===== src/rtl/tile_judge_if.sv =====
// Tile feed into the judge and the judged game status coming back out.
// The tile source is the master; the rule engine is the slave.
interface tile_judge_if;
    logic [1:0] tile_lane;
    logic       tile_new;
    logic [1:0] game_state;
    logic [9:0] score;
    logic       hit_pulse;
    logic       miss_pulse;

    modport master (
        output tile_lane,
        output tile_new,
        input  game_state,
        input  score,
        input  hit_pulse,
        input  miss_pulse
    );

    modport slave (
        input  tile_lane,
        input  tile_new,
        output game_state,
        output score,
        output hit_pulse,
        output miss_pulse
    );
endinterface


===== src/rtl/tile_judge.sv =====
// Piano Tiles rule engine: button conditioning, IDLE/PLAY/OVER control,
// press judging against the hit-row tile and saturating score.
module tile_judge #(
    parameter int DEBOUNCE_CYCLES = 250000,
    parameter int TILE_WINDOW     = 25000000,
    parameter int SCORE_MAX       = 999
) (
    input  logic         clk,
    input  logic         rst,
    input  logic         button_1,
    input  logic         button_2,
    input  logic         button_3,
    input  logic         button_4,
    input  logic         start_button,
    tile_judge_if.slave  tj
);
    localparam int CW = $clog2(DEBOUNCE_CYCLES + 1);
    localparam int WW = $clog2(TILE_WINDOW + 1);
    localparam logic [CW-1:0] DB_LAST  = CW'(DEBOUNCE_CYCLES - 1);
    localparam logic [WW-1:0] WIN_LAST = WW'(TILE_WINDOW - 1);
    localparam logic [9:0]    SMAX     = 10'(SCORE_MAX);

    typedef enum logic [1:0] {
        IDLE = 2'd0,
        PLAY = 2'd1,
        OVER = 2'd2
    } state_t;

    logic [4:0] raw, sync1, sync2, press;

    assign raw = {start_button, button_4, button_3, button_2, button_1};

    always_ff @(posedge clk or negedge rst) begin
        if (!rst) begin
            sync1 <= '0;
            sync2 <= '0;
        end else begin
            sync1 <= raw;
            sync2 <= sync1;
        end
    end

    for (genvar i = 0; i < 5; i++) begin : g_db
        logic [CW-1:0] cnt;
        logic          level;
        logic          evt;

        // Only an accepted rising level produces an event; release is silent.
        always_ff @(posedge clk or negedge rst) begin
            if (!rst) begin
                cnt   <= '0;
                level <= 1'b0;
                evt   <= 1'b0;
            end else begin
                evt <= 1'b0;
                if (sync2[i] == level) begin
                    cnt <= '0;
                end else if (cnt == DB_LAST) begin
                    cnt   <= '0;
                    level <= sync2[i];
                    evt   <= sync2[i];
                end else begin
                    cnt <= cnt + 1'b1;
                end
            end
        end

        assign press[i] = evt;
    end

    logic [3:0] lanes;
    logic       start, multi, single;
    logic [1:0] lane;

    assign lanes  = press[3:0];
    assign start  = press[4];
    assign multi  = |(lanes & (lanes - 4'd1));
    assign single = (|lanes) && !multi;

    always_comb begin
        case (lanes)
            4'b0010: lane = 2'd1;
            4'b0100: lane = 2'd2;
            4'b1000: lane = 2'd3;
            default: lane = 2'd0;
        endcase
    end

    state_t        state_q, state_d;
    logic [9:0]    score_q, score_d;
    logic          pend_q, pend_d;
    logic [1:0]    plane_q, plane_d;
    logic [WW-1:0] win_q, win_d;
    logic          hit_q, hit_d;
    logic          miss_q, miss_d;

    always_comb begin
        state_d = state_q;
        score_d = score_q;
        pend_d  = pend_q;
        plane_d = plane_q;
        win_d   = win_q;
        hit_d   = 1'b0;
        miss_d  = 1'b0;
        case (state_q)
            IDLE, OVER: begin
                if (start) begin
                    state_d = PLAY;
                    score_d = '0;
                    pend_d  = 1'b0;
                    win_d   = '0;
                end
            end
            PLAY: begin
                if (tj.tile_new && pend_q) begin
                    miss_d = 1'b1;
                end else if (multi) begin
                    miss_d = 1'b1;
                end else if (single && pend_q && lane == plane_q) begin
                    hit_d  = 1'b1;
                    pend_d = 1'b0;
                    win_d  = '0;
                end else if (single && !pend_q) begin
                    // No tile waiting: only a tile arriving this cycle can match.
                    if (tj.tile_new && lane == tj.tile_lane)
                        hit_d = 1'b1;
                    else
                        miss_d = 1'b1;
                end else if (single) begin
                    miss_d = 1'b1;
                end else if (pend_q && win_q == WIN_LAST) begin
                    miss_d = 1'b1;
                end else if (tj.tile_new) begin
                    pend_d  = 1'b1;
                    plane_d = tj.tile_lane;
                    win_d   = '0;
                end else if (pend_q) begin
                    win_d = win_q + 1'b1;
                end
                if (hit_d && score_q != SMAX)
                    score_d = score_q + 10'd1;
                if (miss_d)
                    state_d = OVER;
            end
            default: state_d = IDLE;
        endcase
    end

    always_ff @(posedge clk or negedge rst) begin
        if (!rst) begin
            state_q <= IDLE;
            score_q <= '0;
            pend_q  <= 1'b0;
            plane_q <= 2'd0;
            win_q   <= '0;
            hit_q   <= 1'b0;
            miss_q  <= 1'b0;
        end else begin
            state_q <= state_d;
            score_q <= score_d;
            pend_q  <= pend_d;
            plane_q <= plane_d;
            win_q   <= win_d;
            hit_q   <= hit_d;
            miss_q  <= miss_d;
        end
    end

    assign tj.game_state = state_q;
    assign tj.score      = score_q;
    assign tj.hit_pulse  = hit_q;
    assign tj.miss_pulse = miss_q;
endmodule


===== src/flat_wrapper.sv =====
// flat-port wrapper written by rule: the top's interface ports become plain ports
module tile_judge_flat 
#(
    parameter int DEBOUNCE_CYCLES = 250000,
    parameter int TILE_WINDOW     = 25000000,
    parameter int SCORE_MAX       = 999
)
  (clk, rst, button_1, button_2, button_3, button_4, start_button, tj_tile_lane, tj_tile_new, tj_game_state, tj_score, tj_hit_pulse, tj_miss_pulse);
  tile_judge_if tj_i ();
  input  logic clk;
  input  logic rst;
  input  logic button_1;
  input  logic button_2;
  input  logic button_3;
  input  logic button_4;
  input  logic start_button;
  input wire logic [$bits(tj_i.tile_lane)-1:0] tj_tile_lane;
  input wire logic [$bits(tj_i.tile_new)-1:0] tj_tile_new;
  output wire logic [$bits(tj_i.game_state)-1:0] tj_game_state;
  output wire logic [$bits(tj_i.score)-1:0] tj_score;
  output wire logic [$bits(tj_i.hit_pulse)-1:0] tj_hit_pulse;
  output wire logic [$bits(tj_i.miss_pulse)-1:0] tj_miss_pulse;
  assign tj_i.tile_lane = tj_tile_lane;
  assign tj_i.tile_new = tj_tile_new;
  assign tj_game_state = tj_i.game_state;
  assign tj_score = tj_i.score;
  assign tj_hit_pulse = tj_i.hit_pulse;
  assign tj_miss_pulse = tj_i.miss_pulse;
  tile_judge #(.DEBOUNCE_CYCLES(DEBOUNCE_CYCLES), .TILE_WINDOW(TILE_WINDOW), .SCORE_MAX(SCORE_MAX)) u_core (.clk(clk), .rst(rst), .button_1(button_1), .button_2(button_2), .button_3(button_3), .button_4(button_4), .start_button(start_button), .tj(tj_i));
endmodule

===== config.mk =====
export PLATFORM = sky130hd
export DESIGN_NAME = tile_judge_flat
export DESIGN_NICKNAME = d
export VERILOG_FILES = /design/src/rtl/tile_judge_if.sv /design/src/rtl/tile_judge.sv /design/src/flat_wrapper.sv
export SDC_FILE = /design/constraint.sdc
export NUM_CORES = 1
export LEC_CHECK = 0
export ABC_AREA = 1
export BUFFER_PORTS_ARGS = -buffer_cell sky130_fd_sc_hd__buf_2
export CORE_AREA = 2 2 211 109
export CTS_CLUSTER_SIZE = 20
export DETAILED_ROUTE_END_ITERATION = 6
export DIE_AREA = 0 0 213 111
export GPL_TIMING_DRIVEN = 0
export MAX_ROUTING_LAYER = met4
export SETUP_SLACK_MARGIN = 0.02
export SYNTH_ARGS = -nofsm -noshare
export SYNTH_HDL_FRONTEND = slang
export SYNTH_SLANG_ARGS = --single-unit

===== constraint.sdc =====
create_clock -name clk -period 5.5 [get_ports clk]
set_input_delay 0.275 -clock clk [delete_from_list [all_inputs] [get_ports clk]]
set_output_delay 0.275 -clock clk [all_outputs]
set_load 0.005 [all_outputs]

==> results.md, run 1 <==
- Share of cells above drive strength 1: 0.0833
- Global Route Usage Sum: 0.200
- Initial cell density of the core: 0.390
- Period minus WS final: 2380 ps
- Post-Synthesis Cells: ~1200
- Post-Place Cell Area: 0.00914 mm²
- Vias in the first global route: a little under 7000
- Ant diodes: 0
- WL final: around 21000 µm
- Fill count: around 2200
- CTS buffer count: 17
- RSZ-0062 raised after global routing: no
- Global route overflow: 0
- Adder-Cell Fraction of Synth Area: 0.0102
- Xor-xnor portion of the synthesized cell area: 0.0651
- Distinct cells, synth: 37
- Avg WL per Cell: around 14 µm
- Final instance area: 0.00978 mm²
- Net count, final: 1217
- Synth top area share: 0.442
- Relative slew slack: 0.529
- Layout area overhead: 13.6%
- Via density: around 5.0
- DIE HEIGHT: 111 µm
- CTS Hold Buffers Added: 6
- Post-DRT Antenna Nets: 0
- Dpl hpwl: 15600 µm
- Max H-tree Level: 4
- Fin Clk Skew: roughly 12 ps
- TritonCTS clock tree: built
- Synth Area in Simple Gates: 0.393
- Final Total Pwr: ~2.4 mW
- Required @ worst endpoint: 5800 ps
- Synth Area in Compound Gates: 0.0279
- Final worst slack: ~3100 ps
- GPL Wtd Cong: 0.908
- Setup TNS Final: 0 ps
- First-pass GRT wire length: 35900 µm
- Slew @ Worst Pin: 701 ps
- PwrDens: 242 mW/mm²
- Top Ports: 24
- CTS Sinks: 152
- Drt first pass iters: 5
- Period utilisation layout: 0.433
- Worst-path clk slew: around 60 ps
- #FFs+latches synth: 152
- Fin. Hold Viols: 0
- Worst setup SP type: flop
- Syn. warnings: 0
- Finish-stage setup viols: 0
- FMAX: ~420 MHz
- Setup bufs post-CTS: 0
- Initial antenna violation count: 0
- Core area: 0.0221 mm²
- FF+latch area: 0.00380 mm²
- Part of the Yosys area used for sequential elements: 0.442
- Die area: 0.0236 mm²
- Vias: 7530
- Kind of critical path: reg2reg
- Critical Path AT: between 2000 and 3000 ps
- Fraction of registers with async set/reset: 1.00
- Die width: 213 µm
- Initial drt markers: 572
- Worst vdd ir: 182 µV
- Synth area leaders: dfrtp_1, nand2_1, nor2_1
- Root buf cell: clkbuf_16
- Max-cap check violation count: 0
- Mean Syn Cell Area: around 7.5 µm²
- Area of the multi-input gates: 0.00427 mm²
- Main combinational cell family by area after synthesis: simple AND/OR/NAND/NOR gates
- Post-synth EDFFs: 0
- Residual DRC count: 0
- Count of final max-slew check failures: 0
- Post_cts resized: 0
- Mapped Area: 0.00861 mm²
- Hold Path Class: in2reg
- Status: finished, final reports clean
- # rows: 39
- Post-Syn Nets: 1169
- Clock Path Buffers: 2
- Post-synth top area cell: dfrtp_1
- Critical Path Sink Type: flop
- Pleak: approximately 4.2 nW
- Mux cell area share after synthesis: 0
- Largest net degree at the start of global routing: 92
- Ys flop type: dfrtp_1
- Crit-path max FO: 6
- DP Worst Slack: 3210 ps
- Port buffer count: 22
- Clock Latency Late Sink: 440 ps
## power by group
part           total (mW)  internal, mW  switching [mW]
clock network        1.15         0.645           0.508
registers            1.14          1.13          0.0119
logic              0.0717        0.0202          0.0515
## area by class of cell
cell class                      instances  share of cell area
Tap cell                              307              0.0393
Multi-Input combinational cell        866               0.437
Sequential cell                       152               0.389
Clock buffer                           18              0.0449
Clock inverter                         14              0.0139
Buffer                                 22              0.0120
Inverter                              112              0.0430
Timing Repair Buffer                   29              0.0212
## cells in the mapped netlist, types with 11 or more instances
| master | number |
|---|---|
| a21oi_1 | 17 |
| clkbuf_1 | 12 |
| dfrtp_1 | 152 |
| inv_1 | 108 |
| nand2_1 | 286 |
| nand3_1 | 110 |
| nand4_1 | 49 |
| nor2_1 | 202 |
| nor3_1 | 42 |
| nor4_1 | 21 |
| o21ai_0 | 13 |
| xnor2_1 | 11 |
| xor2_1 | 53 |
## worst max-delay path, stage by stage (launching register included)
cell and delay, ps:
dfrtp_1 420, ha_1 290, nand3_1 250, nor4_1 700, or2_2 220, clkbuf_1 290
a21oi_1 90
## path summary, 6_finish.rpt
| path | startpoint | slack, ps | cells past startpoint | end |
|---|---|---|---|---|
| setup / recovery | u_core.g_db[0].cnt[0] | 3120 | 6 | u_core.g_db[0].cnt[16] |
| hold / removal | tj_tile_lane[0] | 110 | 3 | u_core.plane_q[0] |
| setup reg to reg | u_core.g_db[0].cnt[0] | 3120 | 6 | u_core.g_db[0].cnt[16] |
| hold reg to reg | u_core.sync1[3] | 350 | 0 | u_core.sync2[3] |
| max in group asynchronous | rst | 4300 | 3 | u_core.g_db[4].cnt[14] |
| min in group asynchronous | rst | 460 | 2 | u_core.g_db[3].cnt[6] |
## cells by family (layout without fill, tap and decap cells)
logic type / after synthesis / in the layout
adders and majority gates: 7 / 7
AOI/OAI and AO/OA: 41 / 41
xor gates and xnor gates: 64 / 64
DFF: 152 / 152
buffers and inverters: 134 / 195
and+or+nand+nor: 754 / 754
## registers in the layout, indices dropped and copies added, names as in the netlist
signal / count
u_core.plane_q: 2
u_core.tj.miss_pulse: 1
u_core.pend_q: 1
u_core.g_db.evt: 5
u_core.g_db.level: 5
u_core.sync2: 5
u_core.tj.hit_pulse: 1
u_core.g_db.cnt: 90
u_core.tj.score: 10
u_core.win_q: 25
u_core.tj.game_state: 2
u_core.sync1: 5
## placed cells by master, fill, tap and decap left out, types with 5 or more instances in the layout
cell           count
o21ai_0           13
nor4_1            21
xor2_1            53
xnor2_1           11
clkbuf_1          12
nor2_1           202
inv_6              5
dfrtp_1          152
nand3_1          110
dlygate4sd3_1      6
nand4_1           49
nand2_2            6
nor3b_1            7
or2_2             10
buf_2             25
o21bai_1           5
inv_1            108
a21oi_1           17
nor3_1            42
clkbuf_16         17
nand2_1          286
ha_1               7
## per-stage QoR
step | cells | hold WS, ps | utilization
finish | 1520 | 110 | 0.442
global route | 1520 | 109 | 0.442
CTS | 1520 | 89.0 | 0.442
detailed placement | 1482 | 336 | 0.414
global placement | 1481 | 337 | 0.412
floorplan | 1152 | -20.6 | -
## per-layer routing
metal,up-vias,global-route usage,part of all wire
li1,3847,-,-
met1,3480,0.337,0.57
met2,195,0.221,0.35
met3,8,0.0535,0.077
met4,0,0.0406,0.0049
met5,-,-,0
Power figures use the tool's default switching activity.
==> run 2: changes to the inputs <==
--- a/config.mk
+++ b/config.mk
@@ -5,12 +5,12 @@
 export SDC_FILE = /design/constraint.sdc
 export NUM_CORES = 1
 export LEC_CHECK = 0
-export ABC_AREA = 1
+export ABC_AREA = 0
 export BUFFER_PORTS_ARGS = -buffer_cell sky130_fd_sc_hd__buf_2
-export CORE_AREA = 2 2 211 109
+export CORE_AREA = 2 2 194 101
 export CTS_CLUSTER_SIZE = 20
 export DETAILED_ROUTE_END_ITERATION = 6
-export DIE_AREA = 0 0 213 111
+export DIE_AREA = 0 0 196 103
 export GPL_TIMING_DRIVEN = 0
 export MAX_ROUTING_LAYER = met4
 export SETUP_SLACK_MARGIN = 0.02
==> constraint.sdc (replaced) <==
create_clock -name clk -period 2 [get_ports clk]
set_input_delay 0.1 -clock clk [delete_from_list [all_inputs] [get_ports clk]]
set_output_delay 0.1 -clock clk [all_outputs]
set_load 0.005 [all_outputs]
==> run 2 against run 1 <==
  * Sequential cell count unchanged
  * Largest power group is now sequential cells
  * Sequential share of layout area up 4.3 points
  * The flow now finishes with violations (setup timing)
  * Non-clock buffer count increased by 19
  * Global-route usage is 3.8 points lower
  * Sequential power increased to 2.8 times the previous value
  * Clock skew about the same
  * Combinational power rose to 3.5 times the previous value
  * Utilization increased by 2.7 points
  * Clock power rose to 2.7 times the previous value
  * Setup slack lost 3600 ps
  * Total power rose to 2.8 times the previous value
  * Register-to-register slack worse by 3600 ps
  * Critical endpoint is now u_core.tj.score[2]
==> results.md, run 2 <==
- Seq pwr share: 0.492 (+0.009)
- DP Cell Count: 997 (-33%)
- R2R Path Start: u_core.g_db[2].evt
- GPL Wtd Cong: 0.815 (-10%)
- Initial antenna violation count: 0 (unchanged)
- Fraction of registers with async set/reset: 1.00 (unchanged)
- Post-route insts no fill: 1059 (-30%)
- Fill count: 1733 (-22%)
- Distinct cells, synth: 51 (+38%)
- Switching Fraction: 0.246 (+0.00422)
- Final worst slack: -443 ps (-3560 ps)
- Share of total power in the clock network: 0.470 (-0.017)
- Worst R2R End: u_core.tj.score[2]
- Fin Clk Skew: 12.7 ps (+0.291 ps)
- Part of the Yosys area used for sequential elements: 0.524 (+0.0823)
- Initial drt markers: 333 (-42%)
- Top Ports: 24 (unchanged)
- Most frequent cell after synthesis: dfrtp_1
- CTS buffer count: 17 (unchanged)
- Combinational Power Share: 0.038 (+0.008)
- CTS Sinks: 152 (unchanged)
- Max reg flops: 90 (unchanged)
- Flop-to-flop setup slack: -440 ps (-3560 ps)
- Biggest cell delay along the critical path: 530 ps (-170 ps)
- Global route overflow: 0 (unchanged)
- Mean Syn Cell Area: 10.0 µm² (+34%)
- Largest net degree at the start of global routing: 88 (-4.3%)
- Ys flop type: dfrtp_1
- Die area: 0.0202 mm² (-15%)
- First-pass GRT wire length: 24800 µm (-31%)
- Final Total Pwr: 6.52 mW (+180%)
- Net count, final: 816 (-33%)
- TritonCTS clock tree: built
- Crit-path max FO: 4 (-2)
- Post-Place Cell Area: 0.00774 mm² (-15%)
- Finish-stage setup viols: 39 (+39)
- Reg2reg path depth: 10 (+4)
- Drt first pass iters: 5 (unchanged)
- Mux cell area share after synthesis: 0.0178 (+0.0178)
- Kind of critical path: reg2reg
- Syn. warnings: 0 (unchanged)
- Root buf cell: clkbuf_16
- Sw power: 1.60 mW (+180%)
- Mapped Area: 0.00726 mm² (-16%)
- Failing checks: setup timing
- Worst hold margin: 56.8 ps (-53.0 ps)
- Period utilisation layout: 1.22 (+0.788)
- Final Util: 0.470 (+0.0272)
- Pleak: 3.90 nW (-8.1%)
- Port buffer count: 23 (+4.5%)
- Post-Syn Nets: 743 (-36%)
- Commonest non-fill, non-tap cell in the layout: dfrtp_1
- Layout area overhead: 21.2%
- Avg WL per Cell: 14.1 µm (+2.0%)
- Crit path cell chain: buf_6 > or4b_4 > a31oi_4 > o221ai_4 > buf_4 > buf_6 > a21oi_4 > buf_4 > nand2b_4 > a31o_2
- Max H-tree Level: 4 (unchanged)
- Post-synth top area cell: dfrtp_1
- Share of cells above drive strength 1: 0.172 (+0.0891)
- Synth Area in Compound Gates: 0.0455 (+0.0176)
- Post-DRT Antenna Nets: 0 (unchanged)
- Critical Path Slowest Stage Cell: or4b_4
- PwrDens: 741 mW/mm² (+210%)
- Most frequent cells in the layout: dfrtp_1, nor2_1, xor2_1, nand3_1, nand2_1
- Vias: 5254 (-30%)
- Count of final max-slew check failures: 0 (unchanged)
- Hold Startpoint: tj_tile_new
- Post-synth top cells: dfrtp_1, nor2_1, nand3_1
- Worst-path clk slew: 70 ps (about the same)
- Xor-xnor portion of the synthesized cell area: 0.130 (+0.0652)
- Clock Path Buffers: 2 (unchanged)
- RSZ-0062 raised after global routing: yes
- # rows: 36 (-7.7%)
- DIE HEIGHT: 103 µm (-7.2%)
- Adder-Cell Fraction of Synth Area: 0.0136 (+0.00345)
- FMAX: 409 MHz (-2.4%)
- Largest register by flop count: u_core.g_db.cnt
- Post-Synthesis Cells: 726 (-37%)
- Status: finished, violations left
- Post-synth EDFFs: 0 (unchanged)
- Dpl hpwl: 9940 µm (-36%)
- Required @ worst endpoint: 2300 ps (-3500 ps)
- Critical Path AT: 2740 ps (+60 ps)
- Int Pwr: 4.92 mW (+170%)
- Via density: 4.96 (+0.15%)
- Final instance area: 0.00880 mm² (-10%)
- Period minus WS final: 2440 ps (+59.0 ps)
- Max-cap check violation count: 0 (unchanged)
- Fin. Hold Viols: 0 (unchanged)
- Relative slew slack: 0.584 (+0.0557)
- Core area: 0.0187 mm² (-15%)
- Residual DRC count: 0 (unchanged)
- Die width: 196 µm (-8.0%)
- WL final: 15000 µm (-29%)
- Vias in the first global route: 4735 (-30%)
- Global Route Usage Sum: 0.161 (-0.0383)
- Setup TNS Final: -13610 ps (-13610 ps)
- Slew @ Worst Pin: 624 ps (-77.1 ps)
- Main combinational cell family by area after synthesis: simple AND/OR/NAND/NOR gates
- Initial cell density of the core: 0.387 (-0.00219)
- Hold EP: u_core.win_q[0]
- Worst vdd ir: 579 µV (+220%)
- Synth top area share: 0.524 (+0.0823)
- Synth area leaders: dfrtp_1, xor2_1, nor2_1
- DP Worst Slack: -630 ps (-3840 ps)
- #FFs+latches synth: 152 (unchanged)
- Critical Path Sink Type: flop
- Clock Latency Late Sink: 420 ps (-20 ps)
- Hold Path Class: in2reg
- Worst setup SP type: flop
- Ant diodes: 0 (unchanged)
- Worst Hold Path Cells: 4 (+1)
- Synth Area in Simple Gates: 0.255 (-0.137)
-- run 2: cell count changes after synthesis, moves of 29 or more --
cell / previous run / this run
nand2_1: 286 / 52
inv_1: 108 / 7
nor2_1: 202 / 138
nand3_1: 110 / 67
nand4_1: 49 / 13
xnor2_1: 11 / 43
and3_1: 0 / 29
nor3_1: 42 / 13
-- run 2: cells by family after synthesis --
logic type / count (synthesis)
flip-flops: 152
buffers and inverters: 23
AND/OR/NAND/NOR: 377
adder cells (fa/ha/maj): 8
multiplexers: 12
AO/OA/AOI/OAI: 46
XOR/XNOR: 108
-- run 2: how the worst max path moves through the flow --
| stage | slack, ps | to | from | depth (start not counted) |
|---|---|---|---|---|
| 2_1_floorplan | -210 | u_core.win_q[17] | u_core.g_db[1].evt | 8 |
| 3_3_place_gp | -1490 | u_core.g_db[0].cnt[10] | rst | 1 |
| 3_5_place_dp | -630 | u_core.win_q[8] | u_core.tj.game_state[0] | 8 |
| 4_1_cts | -470 | u_core.win_q[11] | u_core.g_db[0].evt | 9 |
| 5_1_grt | -570 | u_core.win_q[11] | u_core.g_db[3].evt | 9 |
| 6_report | -440 | u_core.tj.score[2] | u_core.g_db[2].evt | 10 |
-- run 2: final cells by class --
type | instances | area, µm² | area share
Multi-Input combinational cell | 551 | 3560 | 0.405
Inverter | 7 | 26.3 | 0.00299
Sequential cell | 152 | 3800 | 0.432
Buffer | 14 | 108 | 0.0122
Clock buffer | 19 | 453 | 0.0515
Tap cell | 247 | 309 | 0.0351
Timing Repair Buffer | 56 | 425 | 0.0484
Clock inverter | 13 | 110 | 0.0125
-- run 2: worst max-delay path: cells and delay by family, from the launching register on --
| kind | cells | cell delay [ps] |
|---|---|---|
| DFF | 1 | 370 |
| buffers and inverters | 4 | 570 |
| and+or+nand+nor | 2 | 590 |
| AOI/OAI and AO/OA | 4 | 790 |
-- run 2: repair_timing --
item / 4_1_cts / 5_1_grt
gates cloned: 1 / 0
hold buffers: 8 / 0
hold endpoints to repair: 72 / 0
setup endpoints to repair: 89 / 105
gates resized for setup: 22 / 30
buffers inserted: 8 / 15
pin swaps: 12 / 10
-- run 2: power groups by stage --
stage / logic (mW) / clock network (mW) / registers [mW]
after floorplan: 0.112 / 0 / 3.24
after global placement: 0.223 / 0 / 3.26
after detailed placement: 0.232 / 0 / 3.26
after CTS: 0.248 / 3.14 / 3.21
after global routing: 0.288 / 3.31 / 3.22
final: 0.249 / 3.06 / 3.21
-- run 2: layer usage --
layer / track usage / wire, µm
met5: - / 0
met4: 0.0303 / 50
met3: 0.0432 / 556
met2: 0.186 / 5520
met1: 0.264 / 8830
